## config.mk

```make
export PLATFORM = sky130hd
export DESIGN_NAME = muldiv_unit
export DESIGN_NICKNAME = d
export VERILOG_FILES = /design/src/rtl/riscv_pkg.sv /design/src/rtl/muldiv_div_iter.sv /design/src/rtl/muldiv_unit.sv
export SDC_FILE = /design/constraint.sdc
export NUM_CORES = 2
export LEC_CHECK = 0
export ABC_AREA = 1
export BUFFER_PORTS_ARGS = -buffer_cell sky130_fd_sc_hd__buf_2
export CORE_MARGIN = 8
export CORE_UTILIZATION = 25
export CTS_CLUSTER_SIZE = 28
export DETAILED_ROUTE_END_ITERATION = 8
export GPL_TIMING_DRIVEN = 0
export HOLD_SLACK_MARGIN = 0.05
export PLACE_DENSITY = 0.48
export SYNTH_ARGS = -nofsm -noshare
export SYNTH_HDL_FRONTEND = slang
export SYNTH_SLANG_ARGS = --single-unit
```

## constraint.sdc

```tcl
create_clock -name clk -period 8.5 [get_ports clk]
set_input_delay 1.275 -clock clk [delete_from_list [all_inputs] [get_ports clk]]
set_output_delay 1.275 -clock clk [all_outputs]
set_load 0.01 [all_outputs]
```

## src/rtl/riscv_pkg.sv

```systemverilog
// ---------------------------------------------------------------------------
// riscv_pkg
//   Shared constants for the RV32M execute unit: M-extension funct3 codes,
//   the decode qualifiers that identify an M-type op, and the state
//   encoding of the multiply/divide sequencer.
//   Optional feature macro used by muldiv_unit: MULDIV_EARLY_OUT_EN.
// ---------------------------------------------------------------------------
package riscv_pkg;

    localparam logic [2:0] F3_MUL    = 3'b000;
    localparam logic [2:0] F3_MULH   = 3'b001;
    localparam logic [2:0] F3_MULHSU = 3'b010;
    localparam logic [2:0] F3_MULHU  = 3'b011;
    localparam logic [2:0] F3_DIV    = 3'b100;
    localparam logic [2:0] F3_DIVU   = 3'b101;
    localparam logic [2:0] F3_REM    = 3'b110;
    localparam logic [2:0] F3_REMU   = 3'b111;

    localparam logic [2:0] ALUOP_MTYPE = 3'b011;
    localparam logic [6:0] FUNCT7_MEXT = 7'b0000001;

    typedef enum logic [1:0] {
        ST_IDLE = 2'd0,
        ST_MUL  = 2'd1,
        ST_DIV  = 2'd2,
        ST_DONE = 2'd3
    } state_t;

    // funct3[2] separates the divide group from the multiply group.
    function automatic logic is_div_op(input logic [2:0] f3);
        return f3[2];
    endfunction

    // DIV and REM are the signed divide ops (funct3[0] clear).
    function automatic logic is_signed_div(input logic [2:0] f3);
        return f3[2] & ~f3[0];
    endfunction

endpackage

```

## src/rtl/muldiv_div_iter.sv

```systemverilog
// ---------------------------------------------------------------------------
// muldiv_div_iter
//   One radix-2 restoring division step, purely combinational.
//   Ports:
//     rem_in   partial remainder (always < divisor for a non-zero divisor)
//     quo_in   dividend bits not yet consumed, shifted left each step
//     divisor  divisor magnitude
//     rem_out  next partial remainder
//     quo_out  next quotient/dividend shift register
// ---------------------------------------------------------------------------
module muldiv_div_iter #(
    parameter int XLEN = 32
) (
    input  logic [XLEN-1:0] rem_in,
    input  logic [XLEN-1:0] quo_in,
    input  logic [XLEN-1:0] divisor,
    output logic [XLEN-1:0] rem_out,
    output logic [XLEN-1:0] quo_out
);

    logic [XLEN:0] shifted;
    logic [XLEN:0] diff;

    assign shifted = {rem_in, quo_in[XLEN-1]};
    assign diff    = shifted - {1'b0, divisor};

    // Top bit of diff is the borrow: set means the trial subtraction fails
    // and the shifted remainder is kept (restored).
    assign rem_out = diff[XLEN] ? shifted[XLEN-1:0] : diff[XLEN-1:0];
    assign quo_out = {quo_in[XLEN-2:0], ~diff[XLEN]};

endmodule

```

## src/rtl/muldiv_unit.sv

```systemverilog
// ---------------------------------------------------------------------------
// muldiv_unit
//   Multi-cycle RV32M execute unit. Multiplies take two cycles to done;
//   divides/remainders run a 32-step restoring divider (33 cycles to done).
//   Optional macro MULDIV_EARLY_OUT_EN: divide-by-zero and signed overflow
//   are detected at accept and finish on the two-cycle path instead.
//   Ports:
//     clk     rising-edge clock
//     rst     asynchronous active-low reset
//     start   M-op present in EX (level, held while stalled)
//     funct3  M-op select
//     op_a    rs1 value, sampled at accept
//     op_b    rs2 value, sampled at accept
//     flush   abort the op in flight
//     busy    stall request (combinational)
//     done    one-cycle result-valid pulse
//     result  registered result, held until the next done
// ---------------------------------------------------------------------------
module muldiv_unit
    import riscv_pkg::*;
#(
    parameter int XLEN      = 32,
    parameter int DIV_STEPS = 32
) (
    input  logic            clk,
    input  logic            rst,
    input  logic            start,
    input  logic [2:0]      funct3,
    input  logic [XLEN-1:0] op_a,
    input  logic [XLEN-1:0] op_b,
    input  logic            flush,
    output logic            busy,
    output logic            done,
    output logic [XLEN-1:0] result
);

    localparam int              CNT_W   = $clog2(DIV_STEPS);
    localparam logic [CNT_W-1:0] LAST   = CNT_W'(DIV_STEPS - 1);
    localparam logic [XLEN-1:0] INT_MIN = {1'b1, {(XLEN-1){1'b0}}};

`ifdef MULDIV_EARLY_OUT_EN
    localparam bit EARLY_OUT = 1'b1;
`else
    localparam bit EARLY_OUT = 1'b0;
`endif

    state_t            state_reg, state_next;
    logic [2:0]        f3_reg;
    logic [XLEN-1:0]   a_reg, b_reg;
    logic [XLEN-1:0]   rem_reg, quo_reg, dvsr_reg;
    logic              neg_a_reg, neg_b_reg;
    logic [CNT_W-1:0]  count_reg;
    logic [XLEN-1:0]   result_reg;

    // Divide-by-zero and INT_MIN / -1 bypass the divider's natural answer.
    function automatic logic is_special(input logic [2:0] f3,
                                        input logic [XLEN-1:0] a,
                                        input logic [XLEN-1:0] b);
        return (b == '0) || (is_signed_div(f3) && a == INT_MIN && b == '1);
    endfunction

    // funct3[1] selects remainder over quotient within the divide group.
    function automatic logic [XLEN-1:0] special_value(input logic [2:0] f3,
                                                      input logic [XLEN-1:0] a,
                                                      input logic [XLEN-1:0] b);
        if (b == '0)
            return f3[1] ? a : '1;
        else
            return f3[1] ? '0 : a;
    endfunction

    logic accept;
    assign accept = (state_reg == ST_IDLE) && start && !flush;
    assign busy   = (state_reg == ST_MUL) || (state_reg == ST_DIV) || accept;
    assign done   = (state_reg == ST_DONE);
    assign result = result_reg;

    // Operand magnitudes and signs for the divider, taken from the live inputs.
    logic            a_neg, b_neg;
    logic [XLEN-1:0] a_mag, b_mag;
    assign a_neg = is_signed_div(funct3) & op_a[XLEN-1];
    assign b_neg = is_signed_div(funct3) & op_b[XLEN-1];
    assign a_mag = a_neg ? -op_a : op_a;
    assign b_mag = b_neg ? -op_b : op_b;

    // Multiply on 33-bit sign- or zero-extended operands.
    logic                    sx_a, sx_b;
    logic signed [2*XLEN+1:0] prod_full;
    logic [1:0]              unused_prod_hi;
    logic [XLEN-1:0]         mul_value, mul_final;
    assign sx_a = (f3_reg == F3_MULH) || (f3_reg == F3_MULHSU);
    assign sx_b = (f3_reg == F3_MULH);
    assign prod_full = $signed({sx_a & a_reg[XLEN-1], a_reg})
                     * $signed({sx_b & b_reg[XLEN-1], b_reg});
    assign unused_prod_hi = prod_full[2*XLEN+1:2*XLEN];
    assign mul_value = (f3_reg == F3_MUL) ? prod_full[XLEN-1:0]
                                          : prod_full[2*XLEN-1:XLEN];
    // A divide op can only reach the MUL state through the early-out path.
    assign mul_final = is_div_op(f3_reg) ? special_value(f3_reg, a_reg, b_reg)
                                         : mul_value;

    // Divider step and finalize.
    logic [XLEN-1:0] rem_step, quo_step, quo_fix, rem_fix, div_final;

    muldiv_div_iter #(.XLEN(XLEN)) u_div_iter (
        .rem_in  (rem_reg),
        .quo_in  (quo_reg),
        .divisor (dvsr_reg),
        .rem_out (rem_step),
        .quo_out (quo_step)
    );

    assign quo_fix   = (neg_a_reg ^ neg_b_reg) ? -quo_step : quo_step;
    assign rem_fix   = neg_a_reg ? -rem_step : rem_step;
    assign div_final = is_special(f3_reg, a_reg, b_reg) ? special_value(f3_reg, a_reg, b_reg)
                     : (f3_reg[1] ? rem_fix : quo_fix);

    always_comb begin
        state_next = state_reg;
        case (state_reg)
            ST_IDLE: begin
                if (accept) begin
                    if (!is_div_op(funct3))
                        state_next = ST_MUL;
                    else if (EARLY_OUT && is_special(funct3, op_a, op_b))
                        state_next = ST_MUL;
                    else
                        state_next = ST_DIV;
                end
            end
            ST_MUL:  state_next = flush ? ST_IDLE : ST_DONE;
            ST_DIV: begin
                if (flush)
                    state_next = ST_IDLE;
                else if (count_reg == LAST)
                    state_next = ST_DONE;
            end
            ST_DONE: state_next = ST_IDLE;
            default: state_next = ST_IDLE;
        endcase
    end

    always_ff @(posedge clk or negedge rst) begin
        if (!rst)
            state_reg <= ST_IDLE;
        else
            state_reg <= state_next;
    end

    always_ff @(posedge clk or negedge rst) begin
        if (!rst) begin
            f3_reg     <= '0;
            a_reg      <= '0;
            b_reg      <= '0;
            rem_reg    <= '0;
            quo_reg    <= '0;
            dvsr_reg   <= '0;
            neg_a_reg  <= 1'b0;
            neg_b_reg  <= 1'b0;
            count_reg  <= '0;
            result_reg <= '0;
        end else begin
            if (accept) begin
                f3_reg    <= funct3;
                a_reg     <= op_a;
                b_reg     <= op_b;
                neg_a_reg <= a_neg;
                neg_b_reg <= b_neg;
                quo_reg   <= a_mag;
                dvsr_reg  <= b_mag;
                rem_reg   <= '0;
                count_reg <= '0;
            end
            if (state_reg == ST_MUL && !flush)
                result_reg <= mul_final;
            if (state_reg == ST_DIV && !flush) begin
                rem_reg   <= rem_step;
                quo_reg   <= quo_step;
                count_reg <= count_reg + CNT_W'(1);
                if (count_reg == LAST)
                    result_reg <= div_final;
            end
        end
    end

endmodule

```

Word level (Yosys, flattened, before mapping) --
Cells that the tools add are included.
Storage, ports and cells: flip-flop bits (word level) 204
Operators by class: bitwise gates (word level) 10, $mul 1, equality and inequality tests 10, multiplexer cells 27, reductions and logical operators 16, $add $sub $neg 6
Operators with widths (number):
- two-way mux 32 bit | 19
- negation 32 bit | 4
- equality test 32 bit (second input constant) | 2
- multiplier 33 x 33 -> 64 bit | 1
- subtractor 33 x 32 -> 33 bit | 1
- zero test 32 bit | 1
- two-way mux 2 bit | 5
- two-way mux 5 bit | 2
- case mux 2 bit (4 select lines) | 1
- AND 1 bit | 6
- logical AND 1 bit | 6
- adder 5 x 1 -> 5 bit (second input constant) | 1
- equality test 5 bit (second input constant) | 1
- equality test 2 bit (second input constant) | 2
- logical OR 1 bit | 4
- equality test 3 x 1 -> 1 bit (second input constant) | 1
- equality test 3 x 2 -> 1 bit (second input constant) | 1
- zero test 3 bit | 1
- != test 3 x 2 -> 1 bit (second input constant) | 1
- NOT 1 bit | 3
- equality test 2 x 1 -> 1 bit (second input constant) | 1
- zero test 2 bit | 1
- != test 2 bit (second input constant) | 1
- AND reduction 2 bit | 1
- other kinds (3) | 3

Logic depth before layout (Yosys ltp) --
word-level depth 9, mapped depth 37, mapped depth without buffers 36

By module --
A second synthesis with hierarchy kept.
Second synthesis, totals: cells, all modules 7708, area total of the unflattened synthesis 56201.4 sq um
By module, submodules not included:
- muldiv_unit | area each 52805.6 sq um, seq. area each 5079.9 sq um, cells an instance 6994, times used 1
- muldiv_div_iter | area each 3395.8 sq um, seq. area each 0.0 sq um, cells an instance 714, times used 1

Worst setup path after synthesis --
Ideal clock, no wire load.
kind reg2reg, from register f3_reg[1], to register result_reg[28], in the netlist result[28], stages on the path, launching flop included 33, arrival 8.305 ns, path slack 0.129 ns, cell sequence dfrtp_1 > clkinv_1 > nand3_1 > nand2_1 > nand2_2 > buf_1 > nor2_1 > fa_1 > inv_1 > fa_1 > inv_1 > fa_1 > inv_1 > fa_1 > inv_1 > fa_1 > fa_1 > fa_1 > inv_1 > fa_1 > inv_1 > ha_1 > a21oi_1 > o21ai_0 > a221oi_1 > o211ai_1 > a21o_1 > or2_2 > nand3_1 > nand3_1 > nand2_1 > nand3_1 > nand2_1
Between the ends: longest elaborated chain between the ends 9
RTL lines:
- start, declared | line muldiv_unit.sv:48 | logic [2:0] f3_reg;
- start signal, assigned | line muldiv_unit.sv:164 | f3_reg <= funct3;
- equality test 3 x 1 -> 1 bit / equality test 3 x 2 -> 1 bit (equally long branches) | line muldiv_unit.sv:91, muldiv_unit.sv:92
- logical OR 1 bit | line muldiv_unit.sv:91 | assign sx_a = (f3_reg == F3_MULH) || (f3_reg == F3_MULHSU);
- AND 1 bit | line muldiv_unit.sv:93 | assign prod_full = $signed({sx_a & a_reg[XLEN-1], a_reg})
- multiplier 33 x 33 -> 64 bit | line muldiv_unit.sv:94 | * $signed({sx_b & b_reg[XLEN-1], b_reg});
- two-way mux 32 bit | line muldiv_unit.sv:96 | assign mul_value = (f3_reg == F3_MUL) ? prod_full[XLEN-1:0]
- two-way mux 32 bit | line muldiv_unit.sv:99 | assign mul_final = is_div_op(f3_reg) ? special_value(f3_reg, a_reg, b_reg)
- two-way mux 32 bit | line muldiv_unit.sv:174 | if (state_reg == ST_MUL && !flush)
- two-way mux 32 bit | line muldiv_unit.sv:180 | if (count_reg == LAST)
- two-way mux 32 bit * | line muldiv_unit.sv:176 | if (state_reg == ST_DIV && !flush) begin
- end signal, assigned | line muldiv_unit.sv:175 | result_reg <= mul_final;
- end signal, assigned | line muldiv_unit.sv:181 | result_reg <= div_final;
- end, declared | line muldiv_unit.sv:53 | logic [XLEN-1:0] result_reg;
Mark *: on every way between the ends. The rest lies on a longest branch, timed or not. A chain may end at the register's enable or synchronous reset.

Final worst setup path --
from register f3_reg[0], to register result_reg[23], in the netlist result[23]
The elaborated chain is that of the path after synthesis.

==> results.txt <==
The transition time of the tightest slew-check pin came out at around 1.0 ns. The CTS sink count is about 200. Across all layers, the routed design uses 49100 vias. Setup repair after global routing could not meet its margin everywhere. The floorplan step set the die width to between 400 and 500 µm. The initial DRC count came out at ~4500. The vertical die dimension came out at 485 µm. The flow ran to the end, and the final reports show no timing, DRC or antenna violations. The count of nets left with antenna violations after detail routing is 0. In this run, CTS created clock tree buffers numbering 27. The maximum number of pins on one net before global-route repair came out at approximately 110. Routability-driven placement finished with a final weighted congestion of between 0.9 and 1. The worst path setup slack after routing is 0.0737 ns. The most frequently used flop master after synthesis is dfrtp_1. After clock tree synthesis, the clock-pin slew on the worst setup and hold paths is roughly 0.060 ns. The kind of critical path is reg -> reg.

In the synthesized netlist, the number of instances is 7246. The number of placement rows is around 170. After filler insertion, the fill cell instance count of the layout stands at about 24000. The worst path needs between 8 and 9 ns of the cycle, external delays included.

The core region area is around 0.22 mm². The number of detailed-route iterations in the first pass came out at 6. The tightest slew margin relative to the limit is between 30% and 40%. The worst setup path is launched from a register. The number of H-tree branching levels came out at 1.

The final clock period utilization by the worst path is about 100%. STA classifies the critical path endpoint as a register. The total die area came out at ~0.23 mm².

The number of placed I/O pins came out at between 100 and 150. The critical path required time is about 9 ns. The largest clock skew in the final design came out at ~0.041 ns. The total of buffers placed on input and output ports came out at between 100 and 150. Summing every instance area after synthesis gives roughly 0.055 mm². The initial antenna violation count came out at 15. For this run, the register share of the synthesized area comes to 9.25%.

The count of max-cap constraint violations is 0. By area the synthesized netlist is led by fa_1, nand2_1, inv_1. The post-route netlist has ~11% of its cells at a drive strength greater than 1.

The first-pass GRT wire length came out at roughly 360000 µm. The overall routing resource usage came out at approximately a fifth. A synthesized cell averages roughly 7.6 µm². The effective utilization at floorplan is ~25%.

The distinct cell type count after synthesis came out at slightly above 60. The clock network latency to the later pin of the worst-skew pair is roughly 0.60 ns. At the worst endpoint, the arrival time is around 9 ns.

The vias per cell came out at roughly 4.8. After the last flow step, the layout net total stands at between 8000 and 9000. The highest-delay cell along the critical path is fa_2.

The half-perimeter wire length after placement is between 200000 and 250000 µm. The maximum count of clock buffers along a single path came out at 3. Counting flops with a built-in enable in the synthesized netlist gives 0. The highest net fanout along the worst path is 8.

For this run the aggregate overflow at the end of global routing stands at 0. The cell chosen for the clock root is clkbuf_16. The total routed wirelength came out at ~250000 µm. The max-slew violation total from the final report is 0. The end-of-flow core utilization is about 28%. Of all cell types, the one taking the most synthesized area is fa_1.

Derived from the worst setup path, the maximum achievable clock frequency is ~0.12 GHz. The area share of the largest cell type after synthesis came out at 41.0%. Setup violations remaining at the end of the flow were counted as 0.

The number of storage elements in the synthesis netlist came out at a little over 200. From synthesis to final layout, the design area changed by 13.0%. The number of global-route vias before repair was a little over 50000. The biggest cell delay along the critical path came out at a little under 0.7 ns.

The average wire per standard cell came out at around 24 µm. For this run, design rule violations remaining after detail routing come to 0. The path class of the tightest hold or removal check is reg -> reg.

The CTS tree is done. The number of nets handed over by synthesis was about 8700. The number of hold violations in the final report is 0. The accumulated negative setup slack is 0 ns. The share of synthesized registers carrying an async set or reset came out at between 90% and 100%. The pre-CTS setup slack came out at -2.90 ns.

The hold buffer count at CTS is 0. For this run, the number of Yosys warnings is 0.
[layer usage]
| metal | track usage, % | up-vias | wire (µm) |
|---|---|---|---|
| met1 | 27.7 | 25100 | 104000 |
| met4 | 9.02 | 4 | 13800 |
| met5 | 0 | - | 27 |
| li1 | - | 21500 | - |
| met3 | 4.75 | 462 | 22900 |
| met2 | 31.7 | 2115 | 107000 |
[worst max-delay path, delay by kind of cell, from the launching register on]
family	cells	cell delay, ns
compound gates	5	0.87
buf+inv	10	0.90
simple gates	11	0.93
xor+xnor	1	0.19
fa+ha+maj	9	4.91
flops	1	0.48
[cell families after synthesis]
family | synth area share (%)
AOI/OAI and AO/OA | 7.19
xor gates and xnor gates | 1.59
adders and majority gates | 46.8
buffers and inverters | 15.4
DFF | 9.25
and+or+nand+nor | 19.8
[final cells by class]
cell class	instances	area [µm²]	area share, %
timing repair buffer	167	1060	1.71
antenna	10	25.0	0.0403
sequential	203	5200	8.37
clock inverter	10	92.6	0.149
clock buffer	40	805	1.30
tap	2871	3590	5.79
buffer	298	1650	2.66
multi-input combinational	4810	42600	68.6
inverter	1877	7080	11.4
[repair_timing]
item / CTS / global route
cloned: 0 / 0
resized for setup: 400 / 333
setup endpoints to repair: 32 / 32
buffers inserted: 18 / 44
pin swaps: 21 / 79
[placed cells by master (no fill, tap or decap), types with 136 or more instances in the layout]
cell,netlist,routed
a21oi_1,220,186
buf_2,4,136
dfrtp_1,203,152
fa_1,1126,1103
ha_1,255,221
inv_1,1863,1835
nand2_1,1912,1893
nand3_1,167,152
nor2_1,329,297
o21ai_0,258,248
[worst paths after layout]
check	from	to	slack, ns	depth (start not counted)
setup / recovery	f3_reg[0]	result[23]	0.07	36
hold / removal	quo_reg[4]	quo_reg[4]	0.50	2
setup reg to reg	f3_reg[0]	result[23]	0.07	36
hold reg to reg	quo_reg[4]	quo_reg[4]	0.50	2
max in group asynchronous	rst	b_reg[18]	6.61	2
min in group asynchronous	rst	count_reg[1]	0.68	1
[synthesized netlist by cell type (all sizes together), types with 6 or more instances]
cell / number
a21o: 16
a21oi: 225
a221oi: 15
a31oi: 24
buf: 37
clkbuf: 319
dfrtp: 203
fa: 1126
ha: 255
inv: 1872
nand2: 1961
nand3: 173
nand3b: 10
nand4: 46
nor2: 347
nor3: 46
nor4: 30
o211ai: 16
o21a: 6
o21ai: 271
o21bai: 17
o221ai: 34
o22ai: 33
or2: 26
xnor2: 46
xor2: 54
[metrics by stage]
step | hold slack [ns] | cell area [µm²] | instances
after floorplan | 0.459 | 54900 | 7246
after global routing | 0.538 | 62100 | 10300
after global placement | 0.475 | 59000 | 10200
final | 0.497 | 62100 | 10300
after detailed placement | 0.479 | 59100 | 10200
after CTS | 0.493 | 60900 | 10200
Power is not shown: default switching activity piles up to over one toggle a cycle in this logic, so the estimate is an artifact.
